File: src/rtl/uart_tx_fifo_ctrl.sv
// uart_tx_fifo_ctrl: byte FIFO feeding the UART transmit shifter.
// Holds tx_load/tx_data stable until the baud-domain shifter acknowledges
// (synchronized done flag drops), then waits for done to rise again.
// Optional feature macro: UART_TX_IRQ_EN adds tx_irq_o, a one-clk pulse
// when the last queued byte has fully transmitted.
module uart_tx_fifo_ctrl #(
  parameter int DEPTH       = 8,
  parameter int SYNC_STAGES = 2,
  parameter int ACK_TIMEOUT = 1024
) (
  input  logic                       clk_i,
  input  logic                       reset_i,
  input  logic                       wr_en_i,
  input  logic [7:0]                 wr_data_i,
  input  logic                       clr_err_i,
  input  logic                       tx_done_i,
  output logic                       tx_load_o,
  output logic [7:0]                 tx_data_o,
  output logic                       fifo_full_o,
  output logic                       fifo_empty_o,
  output logic [$clog2(DEPTH):0]     fifo_count_o,
  output logic                       tx_busy_o,
  output logic                       overflow_o,
`ifdef UART_TX_IRQ_EN
  output logic                       tx_irq_o,
`endif
  output logic                       timeout_err_o
);

  localparam int AW = $clog2(DEPTH);
  localparam int CW = AW + 1;
  localparam int TW = $clog2(ACK_TIMEOUT + 1);
  localparam logic [TW-1:0] TMO_LAST = TW'(ACK_TIMEOUT - 1);

  typedef enum logic [1:0] {
    ST_IDLE = 2'd0,
    ST_LOAD = 2'd1,
    ST_WAIT = 2'd2
  } state_e;

  logic [SYNC_STAGES-1:0] sync_q;
  logic [7:0]             mem_q [DEPTH];
  logic [AW-1:0]          wr_ptr_q, rd_ptr_q;
  logic [CW-1:0]          count_q, count_d;
  logic                   full_q, empty_q, busy_q;
  logic                   overflow_q, timeout_q;
  logic                   load_q;
  logic [7:0]             data_q;
  logic [TW-1:0]          timer_q;
  state_e                 state_q, state_d;

  logic done_s, push_s, pop_s, ack_s, tmo_s, finish_s, busy_d;

  assign done_s   = sync_q[SYNC_STAGES-1];
  assign push_s   = wr_en_i && !full_q;
  assign pop_s    = (state_q == ST_IDLE) && !empty_q && done_s;
  assign ack_s    = (state_q == ST_LOAD) && !done_s;
  assign tmo_s    = (state_q == ST_LOAD) && done_s && (timer_q == TMO_LAST);
  assign finish_s = (state_q == ST_WAIT) && done_s;

  // Bring the asynchronous shifter done flag into the clk domain; idle shifter reads as done.
  always_ff @(posedge clk_i) begin
    if (reset_i) begin
      sync_q <= {SYNC_STAGES{1'b1}};
    end else begin
      sync_q <= {sync_q[SYNC_STAGES-2:0], tx_done_i};
    end
  end

  // Next entry count: push and pop in the same cycle cancel.
  always_comb begin
    count_d = count_q;
    if (push_s && !pop_s) begin
      count_d = count_q + CW'(1);
    end else if (!push_s && pop_s) begin
      count_d = count_q - CW'(1);
    end else begin
      count_d = count_q;
    end
  end

  // Next FSM state from the handshake events.
  always_comb begin
    state_d = state_q;
    case (state_q)
      ST_IDLE: state_d = pop_s ? ST_LOAD : ST_IDLE;
      ST_LOAD: begin
        if (ack_s) begin
          state_d = ST_WAIT;
        end else if (tmo_s) begin
          state_d = ST_IDLE;
        end else begin
          state_d = ST_LOAD;
        end
      end
      ST_WAIT: state_d = finish_s ? ST_IDLE : ST_WAIT;
      default: state_d = ST_IDLE;
    endcase
    busy_d = (state_d != ST_IDLE) || (count_d != CW'(0));
  end

  // FIFO storage; contents need no reset because the pointers define validity.
  always_ff @(posedge clk_i) begin
    if (push_s) begin
      mem_q[wr_ptr_q] <= wr_data_i;
    end
  end

  // FIFO pointers and registered occupancy flags.
  always_ff @(posedge clk_i) begin
    if (reset_i) begin
      wr_ptr_q <= AW'(0);
      rd_ptr_q <= AW'(0);
      count_q  <= CW'(0);
      full_q   <= 1'b0;
      empty_q  <= 1'b1;
    end else begin
      if (push_s) wr_ptr_q <= wr_ptr_q + AW'(1);
      if (pop_s)  rd_ptr_q <= rd_ptr_q + AW'(1);
      count_q <= count_d;
      full_q  <= (count_d == CW'(DEPTH));
      empty_q <= (count_d == CW'(0));
    end
  end

  // Load handshake FSM: present a byte, wait for acceptance or timeout, then for done.
  always_ff @(posedge clk_i) begin
    if (reset_i) begin
      state_q <= ST_IDLE;
      load_q  <= 1'b0;
      data_q  <= 8'h00;
      timer_q <= TW'(0);
    end else begin
      state_q <= state_d;
      case (state_q)
        ST_IDLE: begin
          if (pop_s) begin
            data_q  <= mem_q[rd_ptr_q];
            load_q  <= 1'b1;
            timer_q <= TW'(0);
          end
        end
        ST_LOAD: begin
          timer_q <= timer_q + TW'(1);
          if (ack_s || tmo_s) load_q <= 1'b0;
        end
        default: load_q <= 1'b0;
      endcase
    end
  end

  // Sticky error flags and busy status; a new event wins over clr_err.
  always_ff @(posedge clk_i) begin
    if (reset_i) begin
      overflow_q <= 1'b0;
      timeout_q  <= 1'b0;
      busy_q     <= 1'b0;
    end else begin
      busy_q <= busy_d;
      if (wr_en_i && full_q) overflow_q <= 1'b1;
      else if (clr_err_i)    overflow_q <= 1'b0;
      if (tmo_s)             timeout_q  <= 1'b1;
      else if (clr_err_i)    timeout_q  <= 1'b0;
    end
  end

`ifdef UART_TX_IRQ_EN
  logic irq_q;
  // Pulse when the final queued byte finishes and nothing remains to send.
  always_ff @(posedge clk_i) begin
    if (reset_i) begin
      irq_q <= 1'b0;
    end else begin
      irq_q <= finish_s && empty_q;
    end
  end
  assign tx_irq_o = irq_q;
`endif

  assign tx_load_o     = load_q;
  assign tx_data_o     = data_q;
  assign fifo_full_o   = full_q;
  assign fifo_empty_o  = empty_q;
  assign fifo_count_o  = count_q;
  assign tx_busy_o     = busy_q;
  assign overflow_o    = overflow_q;
  assign timeout_err_o = timeout_q;

endmodule

File: config.mk
export PLATFORM = sky130hd
export DESIGN_NAME = uart_tx_fifo_ctrl
export DESIGN_NICKNAME = d
export VERILOG_FILES = /design/src/rtl/uart_tx_fifo_ctrl.sv
export SDC_FILE = /design/constraint.sdc
export NUM_CORES = 1
export LEC_CHECK = 0
export ABC_AREA = 1
export CAP_MARGIN = 5
export CELL_PAD_IN_SITES_DETAIL_PLACEMENT = 1
export CELL_PAD_IN_SITES_GLOBAL_PLACEMENT = 2
export CORE_ASPECT_RATIO = 0.9
export CORE_MARGIN = 2
export CORE_UTILIZATION = 30
export DETAILED_ROUTE_END_ITERATION = 8
export PLACE_DENSITY_LB_ADDON = 0.3
export SLEW_MARGIN = 20
export SYNTH_ARGS = -nofsm -noshare
export SYNTH_HDL_FRONTEND = slang
export SYNTH_SLANG_ARGS = --single-unit
File: constraint.sdc
create_clock -name clk_i -period 3.7 [get_ports clk_i]
set_clock_uncertainty 0.15 [all_clocks]
set_input_delay 0.925 -clock clk_i [delete_from_list [all_inputs] [get_ports clk_i]]
set_output_delay 0.925 -clock clk_i [all_outputs]
set_load 0.1 [all_outputs]
==> results.py <==
metrics = {
    "run_status": {
        "status": "complete, no violations",
    },
    "critical_path": {
        "worstPathMaxFanout": 9,
        "setup.worst_path.class": "in -> reg",
        "end_kind": "flop",
        "path_delay_family": "simple AND/OR/NAND/NOR gates",
        "required_ns": 3.54,
        "worstPathCellList": "clkdlybuf4s50_1 -> nand2_2 -> inv_2 -> nand2_1 -> nor2_1",
        "max_stage_delay_ns": 0.55,
        "cp_slowest_cell": "nor2_1",
        "arrival_ns": 2.45,
        "path_buf_inv": 2,
        "critPathLaunchType": "input port",
    },
    "timing": {
        "hold_viol": 0,
        "fmax_ghz": 0.3826,
        "final_max_slew_viol_count": 0,
        "rsz0062_at_grt": "false",
        "min_period_over_period_pct": 70.63,
        "finalHoldWorstSlack_ns": 0.2671,
        "setup_viol": 0,
        "slew_headroom_pct": 55.34,
        "period_needed_ns": 2.613,
        "fin_tns_setup_ns": 0,
        "worstMarginPinSlew_ns": 0.6675,
    },
    "cts": {
        "numCtsBuffers": 9,
        "root_buffer": "clkbuf_16",
        "clk_latency_ns": 0.35,
        "postCtsSetupBuffers": 0,
        "hold_buffers": 0,
        "tritoncts": "built",
        "path_clk_slew_ns": 0.07,
        "cts_resized": 0,
        "cts_buffer_depth": 2,
        "htreeDepth": 3,
        "cts_sinks": 103,
    },
    "global_route": {
        "grt_pass1_wl_mm": 16.45,
        "grtUsageTotal_pct": 14.47,
        "grt_max_degree": 35,
        "grt_pass1_vias": 3125,
        "globalRoute.busiestLayer": "met2",
        "grt.met2_usage_pct": 23.66,
        "antenna_found_initial": 0,
        "grt_overflow": 0,
        "use_met3_pct": 3.102,
        "grtUsageMet1_pct": 18.91,
    },
    "routing": {
        "viasPerCell": 4.693,
        "wl_per_cell_um": 16.30,
        "route.detailed.drc": 0,
        "drt_iter0_markers": 151,
        "vias": 3022,
        "ant_nets": 0,
        "drt_first_pass_iters": 4,
        "routed_wl_mm": 10.50,
    },
    "synthesis": {
        "mappedNetlistNets": 438,
        "synth_seq_area_share_pct": 63.01,
        "synth_ff_type": "edfxtp_1",
        "synth-seq-cells": 103,
        "synth_edf_count": 64,
        "synthDistinctLibCells": 36,
        "synth_area_sq_um": 4289,
        "yosysWarnings": 0,
        "synthTopCellsByArea": "edfxtp_1 45%, dfxtp_1 18%, nor2_1 5.6%",
        "yosysTopAreaCellShare_pct": 44.81,
        "postSynthCellCount": 420,
        "async_reset_ff_share_pct": 0,
        "post-synth-top-area-cell": "edfxtp_1",
        "avgSynthCellArea_sq_um": 10.21,
    },
    "worst_hold_path": {
        "hp-class": "reg -> reg",
    },
    "place": {
        "post-dp-hpwl_mm": 7.276,
        "gp_congestion": 0.7577,
        "dp.cells": 628,
        "portBuffers": 30,
    },
    "floorplanning": {
        "die_w_um": 130.0,
        "die_area_sq_um": 15270,
        "rows": 41,
        "die_y_um": 117.4,
        "initial_core_util_pct": 30.63,
        "core_sq_um": 14000,
        "ios": 31,
    },
    "job": {
        "drv_cap": 0,
    },
    "cells_and_area": {
        "num-fill-cells": 1564,
        "n_antenna_cell": 0,
        "final_cell_mix": "64 x nor2_1, 64 x edfxtp_1, 54 x nand2_1, 39 x dfxtp_1, 38 x o21ai_0",
        "fin_nets": 464,
        "area_delta_synth_final_pct": 16.28,
        "fin_cells": 644,
        "fin_util_pct": 35.61,
        "drive_above_1_share_pct": 13.08,
    },
    "pwr": {
        "vdd_drop_max_v": 0.0003382,
        "power_mw": 3.659,
        "power.leakage_nw": 1.745,
        "power_density_nw_per_um2": 733.7,
    },
}
[cells by family (layout without fill, tap and decap cells)]
| logic type | Yosys count | after routing | synth area share (%) |
|---|---|---|---|
| simple gates | 166 | 166 | 17.01 |
| xor+xnor | 1 | 1 | 0.2042 |
| buf+inv | 50 | 81 | 5.426 |
| compound gates | 95 | 95 | 12.89 |
| flops | 103 | 103 | 63.01 |
| fa+ha+maj | 5 | 5 | 1.459 |
[synthesized netlist by cell type, types with 3 or more instances]
| master | instances |
|---|---|
| o21ai_1 | 3 |
| nand2_1 | 54 |
| o211ai_1 | 16 |
| inv_1 | 27 |
| dfxtp_1 | 39 |
| nor2_1 | 64 |
| nand2_2 | 6 |
| nor2_4 | 4 |
| nor3_1 | 3 |
| clkbuf_1 | 3 |
| edfxtp_1 | 64 |
| inv_2 | 4 |
| buf_2 | 8 |
| ha_1 | 5 |
| buf_4 | 4 |
| a21oi_1 | 29 |
| o21ai_0 | 38 |
| nand3_1 | 28 |
[state kept, by name, summed over array words and instances, names as in the netlist]
signal / flops
fifo_empty_o: 1
rd_ptr_q: 3
sync_q: 2
fifo_full_o: 1
wr_ptr_q: 3
overflow_o: 1
state_q: 2
timer_q: 11
mem_q: 64
tx_data_o: 8
fifo_count_o: 4
tx_busy_o: 1
timeout_err_o: 1
tx_load_o: 1
[final timing paths]
kind | start | endpoint | slack (ns) | cells past startpoint
worst max register to register | rd_ptr_q[0] | tx_data_o[0] | 1.52 | 5
worst min register to register | sync_q[0] | sync_q[1] | 0.27 | 1
worst min-delay path | sync_q[0] | sync_q[1] | 0.27 | 1
worst max-delay path | wr_en_i | mem_q[6][7] | 1.09 | 5
[area by class of cell]
type	instances	area [sq um]	area share, %
inverter	32	120.1	2.408
clock inverter	6	52.55	1.054
timing repair buffer	33	277.8	5.569
multi-input combinational	267	1354	27.15
sequential	103	2703	54.19
clock buffer	10	239.0	4.792
tap	193	241.5	4.842
[layer usage]
| metal | wire length (um) | vias to the layer above |
|---|---|---|
| li1 | - | 1499 |
| met1 | 5043 | 1480 |
| met2 | 5037 | 31 |
| met3 | 245 | 12 |
| met4 | 172 | 0 |
| met5 | 0 | - |
[through the flow]
step	setup slack, ns	area (sq um)
global placement	0.7519	4696
finish	1.087	4987
detailed placement	0.6913	4696
global route	0.9191	4987
CTS	1.076	4987
floorplan	1.460	4289
[worst register-to-register path: stages (launching register included)]
cell,delay (ns)
dfxtp_1,0.69
inv_2,0.40
o21ai_0,0.39
o211ai_1,0.22
nand3_1,0.14
a21oi_1,0.07
[where the power goes]
group / switching [mW] / internal (mW) / total (mW)
combinational: 1.00 / 0.313 / 1.32
clock: 0.445 / 0.487 / 0.932
sequential: 0.0857 / 1.33 / 1.41
No activity file was read; power rests on OpenSTA's default activity.
